$ cat src/rtl/bus_arbiter.sv
// Bus arbiter between the 68SEC000 and a motherboard DMA master, clocked by C7M.
// Define BUS_ARBITER_TIMEOUT_EN to withdraw grants left unacknowledged for TIMEOUT_CYCLES cycles.
module bus_arbiter #(
    parameter int TIMEOUT_CYCLES = 16
) (
    input  logic C7M,
    input  logic RESET,
    input  logic DMA_EN,
    input  logic BR_n_IN,
    input  logic BGACK_n_IN,
    input  logic AS_n,
    input  logic BG_CPU_n,
    output logic BR_CPU_n,
    output logic BG_n_OUT,
    output logic BG_n_OE,
    output logic OWNER,
    output logic TIMEOUT
);

    typedef enum logic [2:0] {
        IDLE,
        REQ,
        GRANT,
        OWNED,
        RELEASE
    } state_t;

    state_t state;
    state_t state_next;

    logic br_p0, bgack_p0, as_p0, bgcpu_p0;
    logic br_s, bgack_s, as_s, bgcpu_s;
    logic timeout_hit;
    logic br_cpu_next, bg_next, owner_next;

    // Stage p0 -> s: two-flop synchronizers, parked at the inactive (high) level
    always_ff @(posedge C7M or posedge RESET) begin
        if (RESET) begin
            {br_p0, bgack_p0, as_p0, bgcpu_p0} <= 4'b1111;
            {br_s, bgack_s, as_s, bgcpu_s}     <= 4'b1111;
        end else begin
            {br_p0, bgack_p0, as_p0, bgcpu_p0} <= {BR_n_IN, BGACK_n_IN, AS_n, BG_CPU_n};
            {br_s, bgack_s, as_s, bgcpu_s}     <= {br_p0, bgack_p0, as_p0, bgcpu_p0};
        end
    end

`ifdef BUS_ARBITER_TIMEOUT_EN
    localparam logic [7:0] TIMEOUT_LIMIT = 8'(TIMEOUT_CYCLES);

    logic [7:0] grant_cnt;
    logic [7:0] grant_cnt_inc;
    logic       timeout_next;

    function automatic logic [7:0] sat_inc(input logic [7:0] value);
        return (value == 8'hFF) ? value : value + 8'd1;
    endfunction

    // grant_cnt_inc counts the current GRANT cycle, so the hit lands on the
    // TIMEOUT_CYCLES-th cycle of an unacknowledged grant
    assign grant_cnt_inc = sat_inc(grant_cnt);
    assign timeout_hit   = (state == GRANT) && (grant_cnt_inc == TIMEOUT_LIMIT);
    assign timeout_next  = timeout_hit && (state_next == RELEASE);

    always_ff @(posedge C7M or posedge RESET) begin
        if (RESET) begin
            grant_cnt <= 8'd0;
            TIMEOUT   <= 1'b0;
        end else begin
            grant_cnt <= (state == GRANT) ? grant_cnt_inc : 8'd0;
            TIMEOUT   <= timeout_next;
        end
    end
`else
    logic unused_timeout_cfg;

    assign unused_timeout_cfg = ^8'(TIMEOUT_CYCLES);
    assign timeout_hit        = 1'b0;
    assign TIMEOUT            = 1'b0;
`endif

    always_comb begin
        state_next = state;
        case (state)
            IDLE: begin
                if (DMA_EN && !bgack_s) begin
                    state_next = OWNED;
                end else if (DMA_EN && !br_s) begin
                    state_next = REQ;
                end
            end
            REQ: begin
                if (!bgcpu_s) begin
                    state_next = GRANT;
                end else if (br_s || !DMA_EN) begin
                    state_next = RELEASE;
                end
            end
            GRANT: begin
                // An acknowledge seen together with any withdrawal reason still takes the bus
                if (!bgack_s && as_s) begin
                    state_next = OWNED;
                end else if ((br_s && bgack_s) || !DMA_EN || timeout_hit) begin
                    state_next = RELEASE;
                end
            end
            OWNED: begin
                if (bgack_s) begin
                    state_next = RELEASE;
                end
            end
            RELEASE: state_next = IDLE;
            default: state_next = IDLE;
        endcase

        br_cpu_next = 1'b1;
        bg_next     = 1'b1;
        owner_next  = 1'b0;
        case (state_next)
            REQ:     br_cpu_next = 1'b0;
            GRANT: begin
                br_cpu_next = 1'b0;
                bg_next     = 1'b0;
            end
            OWNED: begin
                br_cpu_next = 1'b0;
                owner_next  = 1'b1;
            end
            default: ;
        endcase
    end

    // Stage s -> outputs: outputs are registered from the next-state decode
    always_ff @(posedge C7M or posedge RESET) begin
        if (RESET) begin
            state    <= IDLE;
            BR_CPU_n <= 1'b1;
            BG_n_OUT <= 1'b1;
            BG_n_OE  <= 1'b0;
            OWNER    <= 1'b0;
        end else begin
            state    <= state_next;
            BR_CPU_n <= br_cpu_next;
            BG_n_OUT <= bg_next;
            BG_n_OE  <= DMA_EN;
            OWNER    <= owner_next;
        end
    end

endmodule

$ cat config.mk
export PLATFORM = sky130hd
export DESIGN_NAME = bus_arbiter
export DESIGN_NICKNAME = d
export VERILOG_FILES = /design/src/rtl/bus_arbiter.sv
export SDC_FILE = /design/constraint.sdc
export NUM_CORES = 1
export LEC_CHECK = 0
export BUFFER_PORTS_ARGS = -buffer_cell sky130_fd_sc_hd__buf_4
export CAP_MARGIN = 30
export CORE_MARGIN = 5
export CORE_UTILIZATION = 40
export CTS_CLUSTER_SIZE = 20
export DETAILED_ROUTE_END_ITERATION = 10
export PLACE_DENSITY = 0.71
export SLEW_MARGIN = 20
export SYNTH_ARGS = -nofsm -noshare
export SYNTH_HDL_FRONTEND = slang
export SYNTH_SLANG_ARGS = --single-unit
$ cat constraint.sdc
create_clock -name C7M -period 1.2 [get_ports C7M]
set_clock_uncertainty 0.15 [all_clocks]
set_input_delay 0.06 -clock C7M [delete_from_list [all_inputs] [get_ports C7M]]
set_output_delay 0.06 -clock C7M [all_outputs]
set_load 0.1 [all_outputs]
==> metrics, run 1 <==
area leader, netlist dfstp_2; Yosys cell types 30; Seq cells post-synth 15; Total Routing Usage GR 0.111; CTS H-tree depth 1; n_diodes 0; Worst setup EP type flip-flop; grt met2 use 0.169; Routed Antenna Nets 0; Worst Path Required roughly 1.2 ns; HP Class in2reg; share of layout cells above drive strength 1 0.513; initial drt markers 5; Max Clk Rate 723 MHz; Syn Inst Count 53; vias in the first global route 471; Max Fanout on Critical Path 8; number of remaining DRC errors 0; Max Slew Vio Count 0; CTS Root Cell clkbuf_4; hold_ws a little under 0.06 ns; total iterations of the first detailed-routing run 4; most frequent cells in the layout 12 x buf_4, 10 x dfstp_2, 7 x dlygate4sd3_1; via/cell ratio 5.12; Placed Instances 79; core box area between 1500 and 2000 sq um; run status finished, violations left; Vias 471; Tmin final around 1.4 ns; clk slew on worst S/H paths 0.10 ns; Core Rows 14; synth top area cells dfstp_2 41%, dfrtp_1 19%, a31oi_4 3.3%, nor2b_1 2.9%, a21oi_1 2.3%; Peak VDD IR between 1 and 1.5 mV; Tightest Pin Transition approximately 0.52 ns; Mean Syn Cell Area around 12 sq um; total clock sinks 15; GR peak layer met2; Placer Congestion between 0.8 and 0.9; Cell Area, Synth about 650 sq um; IO buf count 10; violated checks negative setup slack; TritonCTS clock tree built; Worst Slack Setup Final -0.183 ns; pin count of the biggest net entering global routing 16; Worst Hold Depth 4; die width ~50 um; initial antenna violation count 0; share of the synthesized area in the top cell type 0.407; worst setup path class reg2reg; Critical Path Start Type flip-flop; yosys warns 0; Worst slew margin 0.654; final setup TNS -0.841 ns; die area around 2500 sq um; post-synthesis sequential area ratio 0.601; FF-to-FF setup slack -0.18 ns; global-route wire length before repair about 2100 um; Pwr Density between 2000 and 2500 nW/um^2; worst skew pair latency around 0.29 ns; Ports 12; Leakage 0.000379 uW; Worst Hold Launch DMA_EN; Overflow after GRT 0; grt met3 use 0.0178; Finish-stage setup viols 8; Bufs on Longest Clock Path 2; Syn Nets 60; Area Overhead vs Synth 39.1%; RSZ-0062 raised after global routing true; worst endpoint data arrival time between 1 and 1.5 ns; leading cell type in the layout, fill and taps excluded buf_4; Max Cap Violations 0; crit share post-route 1.15; Avg WL per Cell roughly 13 um; Post-Layout Cell Count 92; nets 84; Initial Utilization 0.424; CTS Buf Count 3; Reg2Reg Launch Point bgack_s$_DFF_PP1_; R2R depth 4; final wirelength between 1000 and 1500 um; Hold EP BG_n_OUT$_DFF_PP1_; FF-to-FF End OWNER$_DFF_PP0_; die height between 50 and 60 um; M1 GR Usage 0.137; Fin. Hold Viols 0
-- area by class of cell --
cell class              instances  area (sq um)
flip-flops and latches         15           389
well taps                      16          20.0
fillers                       120           626
inverters                       3          11.3
multi-input cells              32           236
clock buffers                   3          22.5
clock inverters                 1          7.51
repair buffers                 22           211
-- cells in the mapped netlist --
master	instances
a21oi_2	1
buf_6	1
nor2b_1	3
dfrtp_1	5
nand4_1	1
inv_1	3
o21ai_2	1
or3_1	1
dfstp_2	10
a21o_1	1
and2b_1	1
and2_1	1
nor3_1	1
nand2_1	2
nor2b_2	1
o311ai_1	1
conb_1	1
a21oi_1	3
buf_2	1
nor3b_2	1
a21boi_1	2
o31ai_1	1
nor2_1	2
buf_4	1
o22ai_1	1
o21bai_2	1
nand3_1	1
o21ai_1	2
a31oi_4	1
o211ai_1	1
-- metal layers --
metal  wire (um)  vias up
li1            -      230
met1         524      225
met2         586       14
met3          69        2
met4          17        0
met5           0        -
-- per-stage QoR --
step                      utilization  setup WS [ns]  cell area (sq um)  total power (uW)
after floorplan                     -        -0.0617                646              1360
after global placement          0.485         -0.149                739              1490
after detailed placement        0.485         -0.153                739              1500
after CTS                       0.570         -0.166                868              1940
after global routing            0.589         -0.236                898              2070
final                           0.589         -0.183                898              1950
-- critical path, stage by stage (launching register included) --
cell and delay (ns):
dfstp_2 0.63, a21oi_1 0.08, o21ai_1 0.17, a21oi_2 0.09
a21boi_1 0.14
-- flip-flops by register name, summed over array words and instances, names as in the netlist --
signal	cells
BR_CPU_n	1
bgack_s	1
BG_n_OE	1
bgack_p0	1
BG_n_OUT	1
as_s	1
as_p0	1
OWNER	1
bgcpu_s	1
state	3
bgcpu_p0	1
br_s	1
br_p0	1
-- power by group --
part           internal (uW)  switching, uW
Clock                    127            170
Sequential               637            141
Combinational            375            496
Total                   1140            807
-- worst max-delay path by stage --
stage	from	to
floorplan	state[0]$_DFF_PP0_	BG_n_OUT$_DFF_PP1_
global placement	bgack_s$_DFF_PP1_	BR_CPU_n$_DFF_PP1_
detailed placement	bgack_s$_DFF_PP1_	BR_CPU_n$_DFF_PP1_
CTS	as_s$_DFF_PP1_	BG_n_OUT$_DFF_PP1_
global route	bgack_s$_DFF_PP1_	OWNER$_DFF_PP0_
finish	bgack_s$_DFF_PP1_	OWNER$_DFF_PP0_
-- timing repair --
action	4_1_cts	5_1_grt
endpoints found under the hold margin	12	1
buffers inserted	2	0
hold buffers	5	2
endpoints found under the setup margin	8	8
pin swaps	4	1
resized for setup	9	2
-- cell families (layout without fill, tap and decap cells) --
logic type,after synthesis,count (layout),share of synthesized area
compound gates,16,16,0.198
buf+inv,6,29,0.0543
flops,15,15,0.601
other cells,1,1,0.00581
simple gates,15,15,0.141
Power figures use the tool's default switching activity.
==> inputs of run 2 (changes only) <==
--- a/config.mk
+++ b/config.mk
@@ -5,13 +5,14 @@
 export SDC_FILE = /design/constraint.sdc
 export NUM_CORES = 1
 export LEC_CHECK = 0
+export ABC_AREA = 0
 export BUFFER_PORTS_ARGS = -buffer_cell sky130_fd_sc_hd__buf_4
 export CAP_MARGIN = 30
 export CORE_MARGIN = 5
 export CORE_UTILIZATION = 40
 export CTS_CLUSTER_SIZE = 20
 export DETAILED_ROUTE_END_ITERATION = 10
-export PLACE_DENSITY = 0.71
+export PLACE_DENSITY = 0.72
 export SLEW_MARGIN = 20
 export SYNTH_ARGS = -nofsm -noshare
 export SYNTH_HDL_FRONTEND = slang
==> constraint.sdc (replaced) <==
create_clock -name C7M -period 1.28 [get_ports C7M]
set_clock_uncertainty 0.15 [all_clocks]
set_input_delay 0.064 -clock C7M [delete_from_list [all_inputs] [get_ports C7M]]
set_output_delay 0.064 -clock C7M [all_outputs]
set_load 0.1 [all_outputs]
==> metrics, run 2 (synthesized netlist as in run 1, its figures left out) <==
run status finished, violations left; violated checks negative setup slack; Worst Path Required between 1 and 1.5 ns; Sequential Power Share 0.394; cell mode on critical path a21boi_2; die height around 50 um; Overflow after GRT 0; most frequent cells in the layout 13 x buf_4, 10 x dfstp_2, 6 x dlygate4sd3_1; crit-path max cell delay between 0.6 and 0.7 ns; Fin. Hold Viols 0; Ports 12; Max Cap Violations 0; Pwr Density approximately 2100 nW/um^2; die area between 2000 and 3000 sq um; worst endpoint data arrival time 1.44 ns; global-route wire length before repair ~2100 um; nets 84; worst skew pair latency ~0.29 ns; n_diodes 0; FF-to-FF End OWNER$_DFF_PP0_; Leakage between 0.0003 and 0.0004 uW; Peak VDD IR around 1.1 mV; crit share post-route 1.09; leading cell type in the layout, fill and taps excluded buf_4; routed length on met3 106 um; Max Clk Rate roughly 700 MHz; WL met2 702 um; CTS Root Cell clkbuf_4; Worst Hold Launch DMA_EN; die width between 50 and 60 um; Core Rows 14; metal1 wirelength approximately 500 um; DP Wirelength 839 um; Bufs on Longest Clock Path 2; total clock sinks 15; total power ~1900 uW; Worst setup EP type flip-flop; Crit-path slowest cell dfstp_2; worst setup path class reg2reg; CTS Buf Count 3; combinational share of power 0.460; core box area 1520 sq um; vias in the first global route 440; Top reg by flops state; clk slew on worst S/H paths about 0.090 ns; Worst slew margin 0.641; max FFs per register 3; Hold EP BG_n_OUT$_DFF_PP1_; Avg WL per Cell approximately 14 um; initial drt markers 8; Placer Congestion between 0.8 and 0.9; number of remaining DRC errors 0; IO buf count 10; Tightest Pin Transition 0.538 ns; Area Overhead vs Synth 38.6%; Total Routing Usage GR 0.111; Critical Path Start Type flip-flop; final wirelength between 1000 and 1500 um; CTS H-tree depth 1; HP Class in2reg; R2R depth 4; Max Slew Vio Count 0; FF-to-FF setup slack -0.12 ns; top routing layer in use met3; RSZ-0062 raised after global routing true; Vias ~470; Worst Hold Depth 4; Tmin final 1.40 ns; pin count of the biggest net entering global routing 16; pre-CTS WS -0.114 ns; Placement Cell Area about 730 sq um; Max Fanout on Critical Path 8; post-route cell area just under 900 sq um; Initial Utilization 0.424; via/cell ratio between 5 and 6; Int Power 1080 uW; total iterations of the first detailed-routing run 4; initial antenna violation count 0; P_sw slightly below 800 uW; share of layout cells above drive strength 1 0.566; Finish-stage setup viols 6; TritonCTS clock tree built; Routed Antenna Nets 0; switching part of the total power 0.417; CP Cell Sequence a21boi_2 > o21ai_2 > buf_4 > a21boi_2; Reg2Reg Launch Point bgack_s$_DFF_PP1_; clock power share 0.146; Worst Slack Setup Final -0.120 ns
-- run 2: cell count changes in the layout (fill, tap and decap cells not counted), sizes merged --
cell,change
clkbuf,+1
clkinv,+1
clkinvlp,-1
dlygate4sd3,-1
-- run 2: repair_timing --
| action | CTS | global route |
|---|---|---|
| hold buffers | 6 | 0 |
| hold endpoints to repair | 11 | 0 |
| setup buffers | 1 | 3 |
| gates resized for setup | 5 | 8 |
| pin swaps | 5 | 5 |
| endpoints found under the setup margin | 7 | 8 |
-- run 2: worst max-delay path by stage --
stage / start / to / cells after the start
final: bgack_s$_DFF_PP1_ / OWNER$_DFF_PP0_ / 4
after CTS: bgcpu_s$_DFF_PP1_ / OWNER$_DFF_PP0_ / 4
after global placement: bgack_s$_DFF_PP1_ / BR_CPU_n$_DFF_PP1_ / 4
after detailed placement: bgack_s$_DFF_PP1_ / BR_CPU_n$_DFF_PP1_ / 4
after global routing: bgack_s$_DFF_PP1_ / BR_CPU_n$_DFF_PP1_ / 4
after floorplan: bgack_s$_DFF_PP1_ / BR_CPU_n$_DFF_PP1_ / 4
-- run 2: through the flow --
stage / utilization / hold slack, ns / instances / TNS (ns)
global placement: 0.480 / -0.00226 / 78 / -0.271
CTS: 0.553 / 0.0429 / 89 / -0.415
floorplan: - / -0.192 / 53 / 0
detailed placement: 0.480 / -0.00806 / 78 / -0.418
finish: 0.587 / 0.0523 / 92 / -0.467
global route: 0.587 / 0.0442 / 92 / -0.804
-- run 2: worst max-delay path: cells and delay by family (launching register included) --
family | cells | cell delay [ns]
flip-flops | 1 | 0.63
buffers and inverters | 1 | 0.15
AO/OA/AOI/OAI | 3 | 0.37
-- run 2: cell type report --
cell class	instances	area, sq um
inverters	3	11.3
fillers	124	629
well taps	16	20.0
flip-flops and latches	15	389
clock inverters	1	5.00
repair buffers	22	203
multi-input cells	32	244
clock buffers	3	22.5
-- run 2: per-layer routing --
metal | vias to the layer above | GRT usage
li1 | 228 | -
met1 | 221 | 0.128
met2 | 17 | 0.172
met3 | 0 | 0.0651
met4 | 0 | 0.0393
met5 | - | 0
-- run 2: power by group through the flow --
stage          registers, uW  clock network, uW  logic (uW)
4_1_cts                  726                283         743
3_3_place_gp             716                  0         680
6_report                 729                270         852
2_1_floorplan            920                  0         356
3_5_place_dp             722                  0         687
5_1_grt                  743                311         893
==> inputs of run 3 (changes only) <==
--- a/config.mk
+++ b/config.mk
@@ -8,8 +8,9 @@
 export ABC_AREA = 0
 export BUFFER_PORTS_ARGS = -buffer_cell sky130_fd_sc_hd__buf_4
 export CAP_MARGIN = 30
-export CORE_MARGIN = 5
+export CORE_MARGIN = 3
 export CORE_UTILIZATION = 40
+export CTS_BUF_LIST = sky130_fd_sc_hd__clkbuf_2 sky130_fd_sc_hd__clkbuf_4 sky130_fd_sc_hd__clkbuf_8
 export CTS_CLUSTER_SIZE = 20
 export DETAILED_ROUTE_END_ITERATION = 10
 export PLACE_DENSITY = 0.72
==> metrics, run 3 (synthesized netlist as in run 1, its figures left out) <==
run status finished, violations left; violated checks negative setup slack; Peak VDD IR about 1.1 mV; Worst slew margin 0.634; Max Clk Rate around 710 MHz; share of layout cells above drive strength 1 0.584; Placer Congestion between 0.8 and 0.9; global-route wire length before repair roughly 2100 um; Avg WL per Cell around 15 um; Overflow after GRT 0; max FFs per register 3; die height between 40 and 50 um; Layout Utilization 0.648; TritonCTS clock tree built; Worst Slack Setup Final -0.124 ns; Tmin final around 1.4 ns; Core Rows 13; Finish-stage setup viols 6; most frequent cells in the layout 14 x buf_4, 10 x dfstp_2, 6 x dlygate4sd3_1; final setup TNS -0.622 ns; Initial Utilization 0.462; pre-CTS WS -0.108 ns; Post-Layout Cell Count approximately 90; Placed Instances 77; Ports 12; DP Wirelength 746 um; Top reg by flops state; number of remaining DRC errors 0; nets 85; initial drt markers 6; total iterations of the first detailed-routing run 2; Worst setup EP type flip-flop; Max Cap Violations 0; CTS Buf Count 3; Max Slew Vio Count 0; Max Fanout on Critical Path 8; Critical Path Start Type flip-flop; Routed Antenna Nets 0; core box area roughly 1400 sq um; grt met2 use 0.239; n_diodes 0; clk slew on worst S/H paths approximately 0.10 ns; grt met3 use 0.0625; final wirelength ~1400 um; Pwr Density 2090 nW/um^2; die area approximately 2100 sq um; worst skew pair latency 0.29 ns; M1 GR Usage 0.163; HP Class in2reg; Bufs on Longest Clock Path 2; total power around 1900 uW; Total Routing Usage GR 0.147; leading cell type in the layout, fill and taps excluded buf_4; pin count of the biggest net entering global routing 16; crit share post-route 1.10; Vias 489; Tightest Pin Transition 0.548 ns; IO buf count 10; CTS Root Cell clkbuf_4; Area Overhead vs Synth 40.5%; Worst Path Required 1.37 ns; total clock sinks 15; CTS H-tree depth 1; worst endpoint data arrival time roughly 1.5 ns; die width about 46 um; initial antenna violation count 0; vias in the first global route 498; worst setup path class reg2reg; GR peak layer met2; via/cell ratio 5.32; Fin. Hold Viols 0; RSZ-0062 raised after global routing true; Leakage 0.000381 uW
==> run 3: power by group <==
group / total (uW) / leakage [uW] / internal, uW / switching [uW]
Clock: 280 / 0.0000139 / 119 / 162
Sequential: 727 / 0.000168 / 596 / 131
Combinational: 890 / 0.000199 / 376 / 514
Total: 1900 / 0.000381 / 1090 / 807
==> run 3: routing by layer <==
layer  share of wire  up-vias
met4           0.030        0
li1                -      231
met2            0.52       14
met1            0.40      238
met5               0        -
met3           0.044        6
==> run 3: path summary, 6_finish.rpt <==
kind	from	end	slack (ns)	cells after the start
worst max-delay path	bgack_s$_DFF_PP1_	BR_CPU_n$_DFF_PP1_	-0.12	4
worst min-delay path	DMA_EN	BG_n_OUT$_DFF_PP1_	0.07	4
worst max register to register	bgack_s$_DFF_PP1_	BR_CPU_n$_DFF_PP1_	-0.12	4
worst min register to register	bgack_p0$_DFF_PP1_	bgack_s$_DFF_PP1_	0.21	0
max in group asynchronous	RESET	state[0]$_DFF_PP0_	0.37	3
min in group asynchronous	RESET	state[1]$_DFF_PP0_	0.22	3
==> run 3: final cells by class <==
class / count / area, sq um
Fill cell: 100 / 492
Sequential cell: 15 / 389
Multi-Input combinational cell: 32 / 251
Timing Repair Buffer: 23 / 206
Clock buffer: 3 / 22.5
Tap cell: 15 / 18.8
Inverter: 3 / 11.3
Clock inverter: 1 / 7.51
==> run 3: critical path, stage by stage, from the launching register on <==
cell and delay [ns]:
dfstp_2 0.64, a21boi_2 0.09, o21ai_2 0.22, a31oi_4 0.13, nor2_2 0.11
==> run 3: timing repair <==
action,CTS,global route
setup endpoints to repair,8,8
hold buffers,6,0
resized for setup,5,10
setup buffers,3,2
endpoints found under the hold margin,12,0
gates cloned,0,0
pin swaps,6,6
==> run 3: through the flow <==
step / area, sq um / hold slack, ns
6_report: 907 / 0.0684
3_5_place_dp: 731 / -0.00189
5_1_grt: 907 / 0.101
4_1_cts: 858 / 0.0400
2_1_floorplan: 646 / -0.192
3_3_place_gp: 731 / -0.0103
